`config.mk`:
```
export PLATFORM = sky130hd
export DESIGN_NAME = adder_bist_ctrl
export DESIGN_NICKNAME = d
export VERILOG_FILES = /design/src/rtl/adder_bist_ctrl.sv
export SDC_FILE = /design/constraint.sdc
export NUM_CORES = 1
export LEC_CHECK = 0
export BUFFER_PORTS_ARGS = -buffer_cell sky130_fd_sc_hd__buf_2
export CAP_MARGIN = 15
export CELL_PAD_IN_SITES_DETAIL_PLACEMENT = 1
export CELL_PAD_IN_SITES_GLOBAL_PLACEMENT = 1
export CORE_UTILIZATION = 40
export DETAILED_ROUTE_END_ITERATION = 12
export GPL_TIMING_DRIVEN = 1
export PLACE_DENSITY_LB_ADDON = 0.3
export SLEW_MARGIN = 10
export SYNTH_ARGS = -nofsm -noshare
export SYNTH_HDL_FRONTEND = slang
export SYNTH_SLANG_ARGS = --single-unit
```
`constraint.sdc`:
```
create_clock -name clk -period 4 [get_ports clk]
set_input_delay 0.8 -clock clk [delete_from_list [all_inputs] [get_ports clk]]
set_output_delay 0.8 -clock clk [all_outputs]
set_load 0.005 [all_outputs]
```
`src/rtl/adder_bist_ctrl.sv`:
```
// rtl/adder_bist_ctrl.sv - exhaustive operand sweep and result checker for a registered adder
module adder_bist_ctrl #(
    parameter int WIDTH = 4,
    parameter int LAT   = 1
) (
    input  logic               clk,
    input  logic               rst_n,
    input  logic               start,
    input  logic [WIDTH:0]     result,
    output logic [WIDTH-1:0]   op_a,
    output logic [WIDTH-1:0]   op_b,
    output logic               busy,
    output logic               done,
    output logic               pass,
    output logic [2*WIDTH:0]   err_count,
    output logic [WIDTH-1:0]   fail_a,
    output logic [WIDTH-1:0]   fail_b,
    output logic [WIDTH:0]     fail_res
);

    localparam int VW = 2 * WIDTH;
    localparam logic [VW-1:0] VEC_LAST   = '1;
    localparam logic [2:0]    DRAIN_LAST = 3'(LAT - 1);

    typedef enum logic [1:0] {
        S_IDLE,
        S_RUN,
        S_DRAIN,
        S_DONE
    } state_t;

    state_t state_q, state_d;

    logic [VW-1:0]    vec_q, vec_d;
    logic [2:0]       drain_q, drain_d;
    logic [VW:0]      err_q, err_d;
    logic             ff_q, ff_d;
    logic             pass_q, pass_d;
    logic [WIDTH-1:0] fail_a_q, fail_a_d;
    logic [WIDTH-1:0] fail_b_q, fail_b_d;
    logic [WIDTH:0]   fail_res_q, fail_res_d;

    // Expected-value pipeline; stage LAT-1 lines up with the adder's result.
    logic [LAT-1:0]              pv_q, pv_d;
    logic [LAT-1:0][WIDTH-1:0]   pa_q, pa_d;
    logic [LAT-1:0][WIDTH-1:0]   pb_q, pb_d;
    logic [LAT-1:0][WIDTH:0]     pe_q, pe_d;

    logic mism;
    logic start_sweep;

    always_comb begin
        state_d     = state_q;
        vec_d       = vec_q;
        drain_d     = drain_q;
        err_d       = err_q;
        ff_d        = ff_q;
        pass_d      = pass_q;
        fail_a_d    = fail_a_q;
        fail_b_d    = fail_b_q;
        fail_res_d  = fail_res_q;
        start_sweep = 1'b0;

        for (int i = 1; i < LAT; i++) begin
            pv_d[i] = pv_q[i-1];
            pa_d[i] = pa_q[i-1];
            pb_d[i] = pb_q[i-1];
            pe_d[i] = pe_q[i-1];
        end
        pv_d[0] = (state_q == S_RUN);
        pa_d[0] = vec_q[VW-1:WIDTH];
        pb_d[0] = vec_q[WIDTH-1:0];
        pe_d[0] = {1'b0, vec_q[VW-1:WIDTH]} + {1'b0, vec_q[WIDTH-1:0]};

        mism = pv_q[LAT-1] && (result != pe_q[LAT-1]);
        if (mism) begin
            err_d = err_q + 1'b1;
            if (!ff_q) begin
                ff_d       = 1'b1;
                fail_a_d   = pa_q[LAT-1];
                fail_b_d   = pb_q[LAT-1];
                fail_res_d = result;
            end
        end

        case (state_q)
            S_IDLE: begin
                if (start) start_sweep = 1'b1;
            end
            S_RUN: begin
                if (vec_q == VEC_LAST) begin
                    state_d = S_DRAIN;
                    drain_d = 3'd0;
                end else begin
                    vec_d = vec_q + 1'b1;
                end
            end
            S_DRAIN: begin
                if (drain_q == DRAIN_LAST) begin
                    state_d = S_DONE;
                    // err_d already includes a mismatch seen on this same edge
                    pass_d  = (err_d == '0);
                end else begin
                    drain_d = drain_q + 1'b1;
                end
            end
            S_DONE: begin
                if (start) start_sweep = 1'b1;
            end
            default: state_d = S_IDLE;
        endcase

        if (start_sweep) begin
            state_d    = S_RUN;
            vec_d      = '0;
            err_d      = '0;
            ff_d       = 1'b0;
            pass_d     = 1'b0;
            fail_a_d   = '0;
            fail_b_d   = '0;
            fail_res_d = '0;
            pv_d       = '0;
        end
    end

    always_ff @(posedge clk or negedge rst_n) begin
        if (!rst_n) begin
            state_q    <= S_IDLE;
            vec_q      <= '0;
            drain_q    <= '0;
            err_q      <= '0;
            ff_q       <= 1'b0;
            pass_q     <= 1'b0;
            fail_a_q   <= '0;
            fail_b_q   <= '0;
            fail_res_q <= '0;
            pv_q       <= '0;
            pa_q       <= '0;
            pb_q       <= '0;
            pe_q       <= '0;
        end else begin
            state_q    <= state_d;
            vec_q      <= vec_d;
            drain_q    <= drain_d;
            err_q      <= err_d;
            ff_q       <= ff_d;
            pass_q     <= pass_d;
            fail_a_q   <= fail_a_d;
            fail_b_q   <= fail_b_d;
            fail_res_q <= fail_res_d;
            pv_q       <= pv_d;
            pa_q       <= pa_d;
            pb_q       <= pb_d;
            pe_q       <= pe_d;
        end
    end

    assign op_a      = vec_q[VW-1:WIDTH];
    assign op_b      = vec_q[WIDTH-1:0];
    assign busy      = (state_q == S_RUN) || (state_q == S_DRAIN);
    assign done      = (state_q == S_DONE);
    assign pass      = pass_q;
    assign err_count = err_q;
    assign fail_a    = fail_a_q;
    assign fail_b    = fail_b_q;
    assign fail_res  = fail_res_q;

endmodule

```
* After elaboration in Yosys (flattened, before gate mapping) *
Cells that the tools add are included.

word-level totals
  bits in registers = 51
  latch bits = 0
  RAM bits = 0
  memory bits (read-only) = 0
  bits of input ports = 8
  output and inout bits = 33
  word-level logic and storage cells = 74
  memories kept = 0

operators by class
  $add $sub $neg = 4
  multipliers = 0
  divide/modulo/power cells = 0
  magnitude comparators = 0
  eq/ne operators = 11
  shift operators = 0
  multiplexer cells = 29
  bitwise logic cells = 0
  reduce and logical (&&, ||, !) cells = 17

operators with widths
  operator                                                number
  2-to-1 mux 4 bit                                        6
  2-to-1 mux 8 bit                                        3
  2-to-1 mux 9 bit                                        2
  2-to-1 mux 5 bit                                        3
  nonzero test 2 bit                                      5
  adder 9 x 1 -> 9 bit (second input constant)            1
  logical NOT 9 bit                                       1
  adder 8 x 1 -> 8 bit (second input constant)            1
  equality test 8 bit (second input constant)             1
  2-to-1 mux 1 bit                                        8
  2-to-1 mux 2 bit                                        3
  2-to-1 mux 3 bit                                        2
  case mux 3 bit (2 select lines)                         1
  AND reduction 2 bit                                     3
  AND reduction 3 bit                                     2
  adder 4 x 4 -> 5 bit                                    1
  inequality test 5 bit                                   1
  equality test 2 bit (second input constant)             2
  inequality test 2 x 1 -> 1 bit (second input constant)  2
  inequality test 2 bit (second input constant)           2
  case mux 2 bit (2 select lines)                         1
  adder 3 x 1 -> 3 bit (second input constant)            1
  logical NOT 3 bit                                       1
  inequality test 3 x 2 -> 1 bit (second input constant)  1
  7 further kinds                                         7

* Depth between registers and ports, before layout *
  depth after elaboration = 7
  gate-level depth with buffers = 8
  gate-level depth less buffers = 7

* Worst setup path before layout *
OpenSTA, ideal clock, no wires.

  path kind = input to register
  start point = input result[3]
  end point = register pass_q, in the netlist pass
  library setup time = 76 ps
  arrival = 1,920 ps
  required time = 3,924 ps
  slack = 2,004 ps
  stages = 7
  path buffers = 1
  path through = xnor2_1 -> nand3_1 -> o21a_1 -> buf_6 -> a2111oi_4 -> o2111ai_1 -> o21ai_1

on the way
  longest elaborated chain between the ends = 7

RTL lines
  item                    RTL line  source
  start: declaration      9         input logic [WIDTH:0] result,
  inequality test 5 bit   75        mism = pv_q[LAT-1] && (result != pe_q[LAT-1]);
  logical AND 1 bit       75
  2-to-1 mux 9 bit        76        if (mism) begin
  logical NOT 9 bit       102       pass_d = (err_d == '0);
  2-to-1 mux 1 bit        99        if (drain_q == DRAIN_LAST) begin
  2-to-1 mux 1 bit        86        case (state_q)
  2-to-1 mux 1 bit        113       if (start_sweep) begin
  end signal: assignment  147       pass_q <= pass_d;
  end: declaration        38        logic pass_q, pass_d;

No other way between the ends. The select of a mux whose other input is x is not followed.
A chain may end at the register's enable or synchronous reset.

* Worst setup path after layout *
  start point = register state_q[0]
  end point = output busy

on the way
  longest elaborated chain between the ends = 2
  elaborated cells between the ends (all ways) = 3
  those cells by class = eq/ne: 2; reduce/logical: 1

RTL lines
  item                                                                 RTL line  source
  start: declaration                                                   32        state_t state_q, state_d;
  start signal: assignment                                             142       state_q <= state_d;
  equality test 2 x 1 -> 1 bit or equality test 2 bit (tied branches)  160       assign busy = (state_q == S_RUN) || (state_q == S_DRAIN);
  logical OR 1 bit *                                                   160
  end: declaration                                                     12        output logic busy,

Every way passes the cells marked *; elsewhere a longest branch is shown, timed or not.

==> metrics.txt <==
largest net degree at the start of global routing=52; final antenna-violating net count=0; critical path arrival=1.31 ns; Max Fclk=about 470 MHz; standard-cell rows=27; post-CTS setup buffers=0; CTS clk-pin slew, worst paths=0.09 ns; total gr overflow=0; Reg area=1280 sq um; Pint=958 uW; Startpoint Class=register; final cell count without fillers=355; CP max FO=4; layout overhead on the synthesized area=14.8%; Die Wd=79.2 microns; EDFF count, synth=0; final wirelength=5.15 mm; RSZ-0062 raised after global routing=no; Die ar.=roughly 6300 sq um; Pre-antenna DRT Iters=4; leakage power=1.37 nW; GRT Overall Usage=17.8%; top cell type's share of synthesized area=53.5%; outcome=complete, no violations; NumNets Final=302; clk_skew=about 0.0029 ns; WL/cell=14.5 microns; Net Count, Synth=260; I/O Buffers=40; share of power burned in registers=45.9%; multi-input logic area=just over 1000 sq um; leading area contributor after synthesis=dfrtp_1; maximum vdd ir drop=0.000212 V; worst setup path category=register to output pin; Clk pwr share=18.5%; ys async rst share=100%; number of setup violations in the final report=0; Switching Share=38.4%; CTS H-tree lvls=2; Psw=597 uW; quantity of hold-fixing buffers added after cts=0; share of layout cells above drive strength 1=18.7%; count of cell types in the netlist=36; CTS tree=yes; initial antenna violation count=0; period utilization=a little over half; CTS root buffer=clkbuf_8; GPL Wtd Cong=0.773; total CTS buffers=5; final worst-path setup slack=1.89 ns; Die H=79.2 microns; max-slew violations=0; CTS Buffer Depth=2; pre-CTS setup slack=1.56 ns; Synth Area per Inst=9.93 sq um; antenna cells=0; Iter 0 DRT Violations=114; DP Area=~2700 sq um; Initial Util=42.5%; relative slew slack=~45%; Hold WC Path Type=register to register; design area=2740 sq um; # IOs=41; Clk Latency, worst-skew pair=about 0.3 ns; vias in the first global route=1830; Seq cells post-synth=between 50 and 60; Worst setup EP type=output pin; residual DRC count=0; routed via count=1789; drt via density=5.04; setup TNS=0 ns; main area contributors after synthesis=dfrtp_1 54%, nand2_1 6.5%, ha_1 5.8%; core footprint=5610 sq um; cell total after placement=347; Power Dens Cells=between 500 and 600 nW/um^2; measured slew at the worst slew-check pin=approximately 0.83 ns; Post-Syn Area=~2400 sq um; PostCTS Resize Cnt=0; Final Hold Fails=0; Mapped Cells=240; WHS=0.503 ns; post-layout min period=2.11 ns; sequential share of the synthesized area=53.5%; Num Clock Sinks=between 50 and 60; Detailed Place HPWL=between 3 and 4 mm; Filler cells=692; Syn. warnings=0; Synth Flop Type=dfrtp_1; Worst Path Required=3.20 ns; combinational share of power=about 36%; first-pass GRT wire length=8.64 mm; Max Cap Violations=0
==> path summary, 6_finish.rpt <==
path,from,to,slack (ns),cells past startpoint
setup reg to reg,vec_q[1]$_DFFE_PN0P_,vec_q[7]$_DFFE_PN0P_,2.09,7
setup / recovery,state_q[0]$_DFFE_PN0P_,busy,1.89,4
max in group asynchronous,rst_n,pa_q[0]$_DFF_PN0_,2.97,2
hold / removal,pa_q[1]$_DFF_PN0_,fail_a[1]$_DFFE_PN0P_,0.50,2
min in group asynchronous,rst_n,drain_q[1]$_DFFE_PN0P_,0.60,2
hold reg to reg,pa_q[1]$_DFF_PN0_,fail_a[1]$_DFFE_PN0P_,0.50,2
==> registers in the layout, indices dropped and copies added (netlist names) <==
name and count:
drain_q 3, pe_q 5, vec_q 8, pass 1, state_q 2, pv_q 1, pb_q 4, ff_q 1
fail_a 4, fail_b 4, pa_q 4, err_count 9, fail_res 5
==> Yosys cell counts (3+ instances only) <==
master / n
dfrtp_1: 51
nand2_1: 41
nor2_1: 28
a21oi_1: 20
nand3_1: 14
xnor2_1: 13
ha_1: 11
inv_1: 11
xor2_1: 9
clkbuf_1: 5
o21ai_0: 5
nand4_1: 3
==> layout make-up <==
| class | count | area share [%] |
|---|---|---|
| Clock buffer | 6 | 2.65 |
| Clock inverter | 2 | 0.457 |
| Inverter | 11 | 1.51 |
| Multi-Input combinational cell | 171 | 37.6 |
| Sequential cell | 51 | 46.6 |
| Tap cell | 72 | 3.29 |
| Timing Repair Buffer | 42 | 7.86 |
==> cells by family after synthesis <==
group,synth area share (%)
AND/OR/NAND/NOR,18.1
flip-flops,53.5
AO/OA/AOI/OAI,9.45
XOR/XNOR,8.08
buffers and inverters,3.31
adder cells (fa/ha/maj),6.61
multiplexers,0.892
==> layout by cell type (no fill, tap or decap), drive strengths merged, types with 2 or more instances in the layout <==
master  synthesis  routed
clkbuf          5       6
dfrtp          51      51
nor2b           2       2
nand2          41      41
nand3          14      14
nor3            2       2
and3            2       2
o21ai           8       8
ha             11      11
buf             2      42
xor2            9       9
xnor2          13      13
inv            11      11
nand4           3       3
or3             2       2
a21oi          20      20
nor2           28      28
==> routing by layer <==
| layer | routed length, microns | track usage (%) | up-vias | part of all wire [%] |
|---|---|---|---|---|
| met5 | 0 | 0 | - | 0 |
| li1 | - | - | 877 | - |
| met2 | 2500 | 30.6 | 25 | 49 |
| met1 | 2430 | 22.2 | 880 | 47 |
| met4 | 70 | 6.36 | 0 | 1.4 |
| met3 | 140 | 3.56 | 7 | 2.7 |
==> power by group through the flow <==
stage | Clock, mW | Combinational [mW] | Sequential, mW
2_1_floorplan | 0 | 0.383 | 0.712
3_3_place_gp | 0 | 0.543 | 0.721
3_5_place_dp | 0 | 0.563 | 0.727
4_1_cts | 0.298 | 0.567 | 0.717
5_1_grt | 0.311 | 0.636 | 0.732
6_report | 0.288 | 0.553 | 0.714
==> worst max-delay path: stages (launching register included) <==
cell and delay (ns):
dfrtp_1 0.40, inv_1 0.06, ha_1 0.33, inv_1 0.10
buf_2 0.12
==> stage by stage <==
step	utilization [%]	total power, mW
finish	48.8	1.55
global route	48.8	1.68
CTS	48.8	1.58
detailed placement	47.3	1.29
global placement	47.3	1.26
floorplan	-	1.10
(Power assumes the default switching activity.)
